--- src/rtl/tx_ctrl_pkg.sv ---
// tx_ctrl_pkg: shared state/mode encodings and widths for the TX serializer sequencer.
package tx_ctrl_pkg;

  localparam int ERR_CNT_W = 16;

  typedef enum logic [2:0] {
    IDLE     = 3'd0,
    HOLD     = 3'd1,
    REL_PRBS = 3'd2,
    WARMUP   = 3'd3,
    RUN      = 3'd4
  } tx_seq_state_e;

  typedef enum logic [1:0] {
    ERR_OFF      = 2'b00,
    ERR_SINGLE   = 2'b01,
    ERR_PERIODIC = 2'b10,
    ERR_RSVD     = 2'b11
  } err_mode_e;

endpackage

--- src/rtl/tx_err_sched.sv ---
// tx_err_sched: error-injection scheduler (single-shot / periodic) with saturating event count.
// Optional macro TX_ERR_BURST_EN stretches each event into an err_burst_len+1 cycle burst.
module tx_err_sched
  import tx_ctrl_pkg::*;
#(
  parameter int ERR_PERIOD_W = 16
) (
  input  logic                    clk,
  input  logic                    rst,
  input  logic                    enable,
  input  logic                    clr,
  input  logic [1:0]              err_mode,
  input  logic                    err_trig,
  input  logic [ERR_PERIOD_W-1:0] err_period,
`ifdef TX_ERR_BURST_EN
  input  logic [3:0]              err_burst_len,
`endif
  output logic                    inj_error,
  output logic [ERR_CNT_W-1:0]    err_cnt
);

  err_mode_e                mode;
  logic                     trig_d_reg;
  logic [1:0]               mode_q_reg;
  logic [ERR_PERIOD_W-1:0]  period_q_reg;
  logic [ERR_PERIOD_W-1:0]  per_cnt_reg, per_cnt_next;
  logic                     inj_error_reg, inj_error_next;
  logic [ERR_CNT_W-1:0]     err_cnt_reg, err_cnt_next;
  logic                     cfg_change, period_last, per_active;
  logic                     per_hit, single_hit, event_hit, event_take;

  assign mode        = err_mode_e'(err_mode);
  assign cfg_change  = (err_mode != mode_q_reg) || (err_period != period_q_reg);
  assign per_active  = enable && !cfg_change && (mode == ERR_PERIODIC) && (err_period != '0);
  assign period_last = (per_cnt_reg == err_period - ERR_PERIOD_W'(1));
  assign per_hit     = per_active && period_last;
  assign single_hit  = enable && (mode == ERR_SINGLE) && err_trig && !trig_d_reg;
  assign event_hit   = per_hit || single_hit;

  // Counter idles at 0 outside RUN and restarts whenever the configuration moves.
  always_comb begin
    per_cnt_next = '0;
    if (per_active && !period_last)
      per_cnt_next = per_cnt_reg + ERR_PERIOD_W'(1);
  end

`ifdef TX_ERR_BURST_EN
  logic [3:0] burst_reg, burst_next;

  // While a burst is draining, fresh events are swallowed and not counted.
  always_comb begin
    burst_next     = '0;
    inj_error_next = 1'b0;
    event_take     = 1'b0;
    if (enable) begin
      if (burst_reg != '0) begin
        inj_error_next = 1'b1;
        burst_next     = burst_reg - 4'd1;
      end else if (event_hit) begin
        inj_error_next = 1'b1;
        burst_next     = err_burst_len;
        event_take     = 1'b1;
      end
    end
  end

  always_ff @(posedge clk or posedge rst) begin
    if (rst) burst_reg <= '0;
    else     burst_reg <= burst_next;
  end
`else
  assign inj_error_next = event_hit;
  assign event_take     = event_hit;
`endif

  always_comb begin
    err_cnt_next = err_cnt_reg;
    if (clr)
      err_cnt_next = '0;
    else if (event_take && (err_cnt_reg != '1))
      err_cnt_next = err_cnt_reg + ERR_CNT_W'(1);
  end

  always_ff @(posedge clk or posedge rst) begin
    if (rst) begin
      trig_d_reg    <= 1'b0;
      mode_q_reg    <= '0;
      period_q_reg  <= '0;
      per_cnt_reg   <= '0;
      inj_error_reg <= 1'b0;
      err_cnt_reg   <= '0;
    end else begin
      trig_d_reg    <= err_trig;
      mode_q_reg    <= err_mode;
      period_q_reg  <= err_period;
      per_cnt_reg   <= per_cnt_next;
      inj_error_reg <= inj_error_next;
      err_cnt_reg   <= err_cnt_next;
    end
  end

  assign inj_error = inj_error_reg;
  assign err_cnt   = err_cnt_reg;

endmodule

--- src/rtl/tx_prbs_seq_ctrl.sv ---
// tx_prbs_seq_ctrl: orders PRBS/mux reset release for the TX serializer and gates error injection to RUN.
// Optional macro TX_ERR_BURST_EN adds the err_burst_len input for multi-cycle injection bursts.
module tx_prbs_seq_ctrl
  import tx_ctrl_pkg::*;
#(
  parameter int RST_HOLD_CYC = 16,
  parameter int MUX_DLY_CYC  = 4,
  parameter int WARMUP_CYC   = 64,
  parameter int ERR_PERIOD_W = 16
) (
  input  logic                    clk,
  input  logic                    rst,
  input  logic                    start,
  input  logic                    stop,
  input  logic [1:0]              err_mode,
  input  logic                    err_trig,
  input  logic [ERR_PERIOD_W-1:0] err_period,
`ifdef TX_ERR_BURST_EN
  input  logic [3:0]              err_burst_len,
`endif
  output logic                    rst_prbs,
  output logic                    rst_mux,
  output logic                    inj_error,
  output logic                    tx_ready,
  output logic [2:0]              state_o,
  output logic [ERR_CNT_W-1:0]    err_cnt
);

  localparam int PH_A   = (RST_HOLD_CYC > MUX_DLY_CYC) ? RST_HOLD_CYC : MUX_DLY_CYC;
  localparam int PH_MAX = (PH_A > WARMUP_CYC) ? PH_A : WARMUP_CYC;
  localparam int PH_W   = $clog2(PH_MAX + 1);

  tx_seq_state_e   state_reg, state_next;
  logic [PH_W-1:0] ph_cnt_reg, ph_cnt_next;
  logic            rst_prbs_reg, rst_mux_reg, tx_ready_reg;
  logic            clr_cnt, run_en;

  always_comb begin
    state_next  = state_reg;
    ph_cnt_next = '0;
    clr_cnt     = 1'b0;
    if (stop) begin
      state_next = IDLE;
    end else begin
      unique case (state_reg)
        IDLE: begin
          if (start) begin
            state_next = HOLD;
            clr_cnt    = 1'b1;
          end
        end
        HOLD: begin
          if (ph_cnt_reg == PH_W'(RST_HOLD_CYC - 1)) state_next  = REL_PRBS;
          else                                       ph_cnt_next = ph_cnt_reg + PH_W'(1);
        end
        REL_PRBS: begin
          if (ph_cnt_reg == PH_W'(MUX_DLY_CYC - 1)) state_next  = WARMUP;
          else                                      ph_cnt_next = ph_cnt_reg + PH_W'(1);
        end
        WARMUP: begin
          if (ph_cnt_reg == PH_W'(WARMUP_CYC - 1)) state_next  = RUN;
          else                                     ph_cnt_next = ph_cnt_reg + PH_W'(1);
        end
        RUN:     state_next = RUN;
        default: state_next = IDLE;
      endcase
    end
  end

  // Outputs are registered from the next state so they line up with state_o.
  always_ff @(posedge clk or posedge rst) begin
    if (rst) begin
      state_reg    <= IDLE;
      ph_cnt_reg   <= '0;
      rst_prbs_reg <= 1'b1;
      rst_mux_reg  <= 1'b1;
      tx_ready_reg <= 1'b0;
    end else begin
      state_reg    <= state_next;
      ph_cnt_reg   <= ph_cnt_next;
      rst_prbs_reg <= (state_next == IDLE) || (state_next == HOLD);
      rst_mux_reg  <= !((state_next == WARMUP) || (state_next == RUN));
      tx_ready_reg <= (state_next == RUN);
    end
  end

  assign run_en = (state_next == RUN);

  tx_err_sched #(
    .ERR_PERIOD_W (ERR_PERIOD_W)
  ) u_err_sched (
    .clk           (clk),
    .rst           (rst),
    .enable        (run_en),
    .clr           (clr_cnt),
    .err_mode      (err_mode),
    .err_trig      (err_trig),
    .err_period    (err_period),
`ifdef TX_ERR_BURST_EN
    .err_burst_len (err_burst_len),
`endif
    .inj_error     (inj_error),
    .err_cnt       (err_cnt)
  );

  assign rst_prbs = rst_prbs_reg;
  assign rst_mux  = rst_mux_reg;
  assign tx_ready = tx_ready_reg;
  assign state_o  = state_reg;

endmodule

--- config.mk ---
export PLATFORM = sky130hd
export DESIGN_NAME = tx_prbs_seq_ctrl
export DESIGN_NICKNAME = d
export VERILOG_FILES = /design/src/rtl/tx_ctrl_pkg.sv /design/src/rtl/tx_err_sched.sv /design/src/rtl/tx_prbs_seq_ctrl.sv
export SDC_FILE = /design/constraint.sdc
export NUM_CORES = 1
export LEC_CHECK = 0
export BUFFER_PORTS_ARGS = -buffer_cell sky130_fd_sc_hd__buf_2
export CAP_MARGIN = 0
export CORE_MARGIN = 1.5
export CORE_UTILIZATION = 53
export DETAILED_ROUTE_END_ITERATION = 8
export PLACE_DENSITY_LB_ADDON = 0.1
export SLEW_MARGIN = 20
export SYNTH_ARGS = -nofsm -noshare
export SYNTH_HDL_FRONTEND = slang
export SYNTH_SLANG_ARGS = --single-unit
--- constraint.sdc ---
create_clock -name clk -period 2.3 [get_ports clk]
set_input_delay 0.46 -clock clk [delete_from_list [all_inputs] [get_ports clk]]
set_output_delay 0.46 -clock clk [all_outputs]
set_load 0.005 [all_outputs]
==> metrics.cfg <==
[placed_design]
post-place-ws_ps=-941.8
portBuffers=45
hpwl_um=6778
place_inst=565
gp_congestion=0.8893

[synthesis]
synthDistinctLibCells=60
synthCells=372
synth_ff_type=dfrtp_1
async_flop_share=1.000
synth_top_area_frac=0.4273
synth_warnings=0
synth_edf_count=0
yosysSeqAreaShare=0.4415
netlist_area_mm2=0.003690
avgSynthCellArea_um2=9.919
synth-seq-cells=65
syn-num-nets=400
yosysTopAreaCell=dfrtp_1
synth_area_leaders=dfrtp_1, xnor2_1, xor2_1

[timing]
timing.final.crit_share=1.216
worst_pin_slew_ps=572.8
rsz0062_at_grt=true
period_minus_slack_ps=2798
fin_ws_ps=-497.5
slew-limit-headroom=0.6181
drv_slew=0
setup_viol=33
fin_skew_ps=9.611
tns_ps=-8998
clock.fmax_ghz=0.3575
hold_violations=0

[floorplanning]
rows=30
fp.dieH_um=86.44
die_area_mm2=0.007471
start_util=0.5461
core_mm2=0.006756
ios=46
dieWidth_um=86.44

[clock_tree]
clock_path_buffers=2
h-tree-depth=3
cts_num_sinks=65
cts_tree=yes
cts_buffers=9
clk_pin_slew_ps=80
cts-root-buf=clkbuf_8
clk_latency_ps=340

[cells_and_area]
final_common_cell=buf_4
stdcell_count=588
multiInputGateArea_mm2=0.002180
area_growth_pct=37.88
nets=531
antenna_cells=0
drive_gt1_frac=0.3898
final_cell_mix=buf_4, dfrtp_1, buf_2
seqCellArea_mm2=0.001629
fillers=501

[power]
power.density_mw_per_mm2=448.9
peakVddDrop_v=0.0003060
cellLeakagePower_nw=2.221

[global_route]
grt_max_degree=46
grt-ovfl-total=0
track_usage=0.2576
grt_pass1_vias=3240
antenna_found_initial=0
grt_pass1_wl_um=15000

[critical_path]
crit_chain=buf_12 > inv_12 > ha_4 > or3b_4 > nor4b_4 > mux2_4 > a31oi_4 > o2111ai_4 > a21oi_4 > or4b_4 > a21oi_2
end_kind=flop
ff2ff_setup_slack_ps=-390
arrival_ps=3060
reg2reg_from=u_err_sched.mode_q_reg[0]$_DFF_PP0_
crit_fanout=4
cp_slowest_cell=or4b_4
r2r-end=u_err_sched.err_cnt[6]$_DFFE_PP0P_
required_ps=2560
ff2ff_path_depth=9
crit_type=input port to flop
start_kind=input port
max_stage_delay_ps=490

[routing]
wl_met3_um=400
wire_per_inst_um=15.82
routed_wl_um=9301
drc=0
firstDrtPassIters=4
maxUsedRoutingLayer=met4
wirelength_met1_um=4242
vias=3293
routed_via_density=5.600
first_iter_violations=190
ant_nets=0
wl_met2_um=4515

[run]
cap_violations=0

[min_path]
hp-class=input port to async pin

[outcome]
violations=setup timing
status=complete, but fails checks

[worst max-delay path by stage]
stage,start,depth (start not counted),end
after floorplan,err_period[1],11,u_err_sched.err_cnt[4]$_DFFE_PP0P_
after global placement,err_period[1],11,u_err_sched.err_cnt[4]$_DFFE_PP0P_
after detailed placement,err_period[1],11,u_err_sched.err_cnt[6]$_DFFE_PP0P_
after CTS,err_period[0],11,u_err_sched.err_cnt[10]$_DFFE_PP0P_
after global routing,err_period[1],12,u_err_sched.err_cnt[10]$_DFFE_PP0P_
final,err_period[1],11,u_err_sched.err_cnt[6]$_DFFE_PP0P_
[what timing repair did]
item | CTS | global route
hold buffers | 0 | 0
setup buffers | 3 | 5
pin swaps | 21 | 15
resized for setup | 34 | 16
endpoints found under the setup margin | 41 | 41
hold endpoints to repair | 0 | 0
cloned | 1 | 0
[worst max-delay path: cells and delay by family]
kind	cells	cell delay, ps
multiplexers	1	350
AO/OA/AOI/OAI	4	740
AND/OR/NAND/NOR	3	1250
buffers and inverters	2	150
adder cells (fa/ha/maj)	1	110
[stage by stage]
step	hold slack, ps	utilization	total power, mW	area (um^2)
final	118.3	0.7530	2.284	5087
after global routing	158.1	0.7530	2.374	5087
after CTS	126.5	0.7376	2.290	4984
after detailed placement	491.2	0.6856	1.475	4632
after global placement	480.5	0.6856	1.469	4632
after floorplan	425.1	-	1.330	3760
[final cells by class]
type | instances | area share
Clock buffer | 10 | 0.02509
Clock inverter | 6 | 0.006886
Inverter | 10 | 0.01082
Multi-Input combinational cell | 282 | 0.4284
Sequential cell | 65 | 0.3202
Tap cell | 80 | 0.01968
Timing Repair Buffer | 135 | 0.1889
[Yosys cell counts (4+ instances only)]
master / count
nand4b_1: 4
o31ai_1: 5
nand3_1: 20
inv_1: 10
a21oi_1: 15
nor2_1: 41
dfrtp_1: 63
nor4_1: 4
mux2i_1: 5
or4_1: 4
ha_1: 5
and3_1: 14
nand4_1: 11
nor3_1: 10
clkbuf_1: 8
nand2b_1: 5
nand2_1: 28
xnor2_1: 32
o21ai_0: 5
xor2_1: 21
[power breakdown]
part / total (mW) / internal [mW] / switching (mW)
Clock: 0.815 / 0.383 / 0.432
Sequential: 1.17 / 1.16 / 0.00938
Combinational: 0.297 / 0.142 / 0.155
[metal layers]
| layer | vias up | track usage |
|---|---|---|
| met3 | 15 | 0.04857 |
| li1 | 1600 | - |
| met4 | 0 | 0.09677 |
| met2 | 73 | 0.4119 |
| met5 | - | 0 |
| met1 | 1605 | 0.3494 |
[cells by family after synthesis]
| kind of cell | synth area share |
|---|---|
| buf+inv | 0.03357 |
| mux | 0.02272 |
| xor+xnor | 0.1258 |
| simple gates | 0.2648 |
| compound gates | 0.09461 |
| flops | 0.4415 |
| fa+ha+maj | 0.01695 |
(Power assumes the default switching activity.)
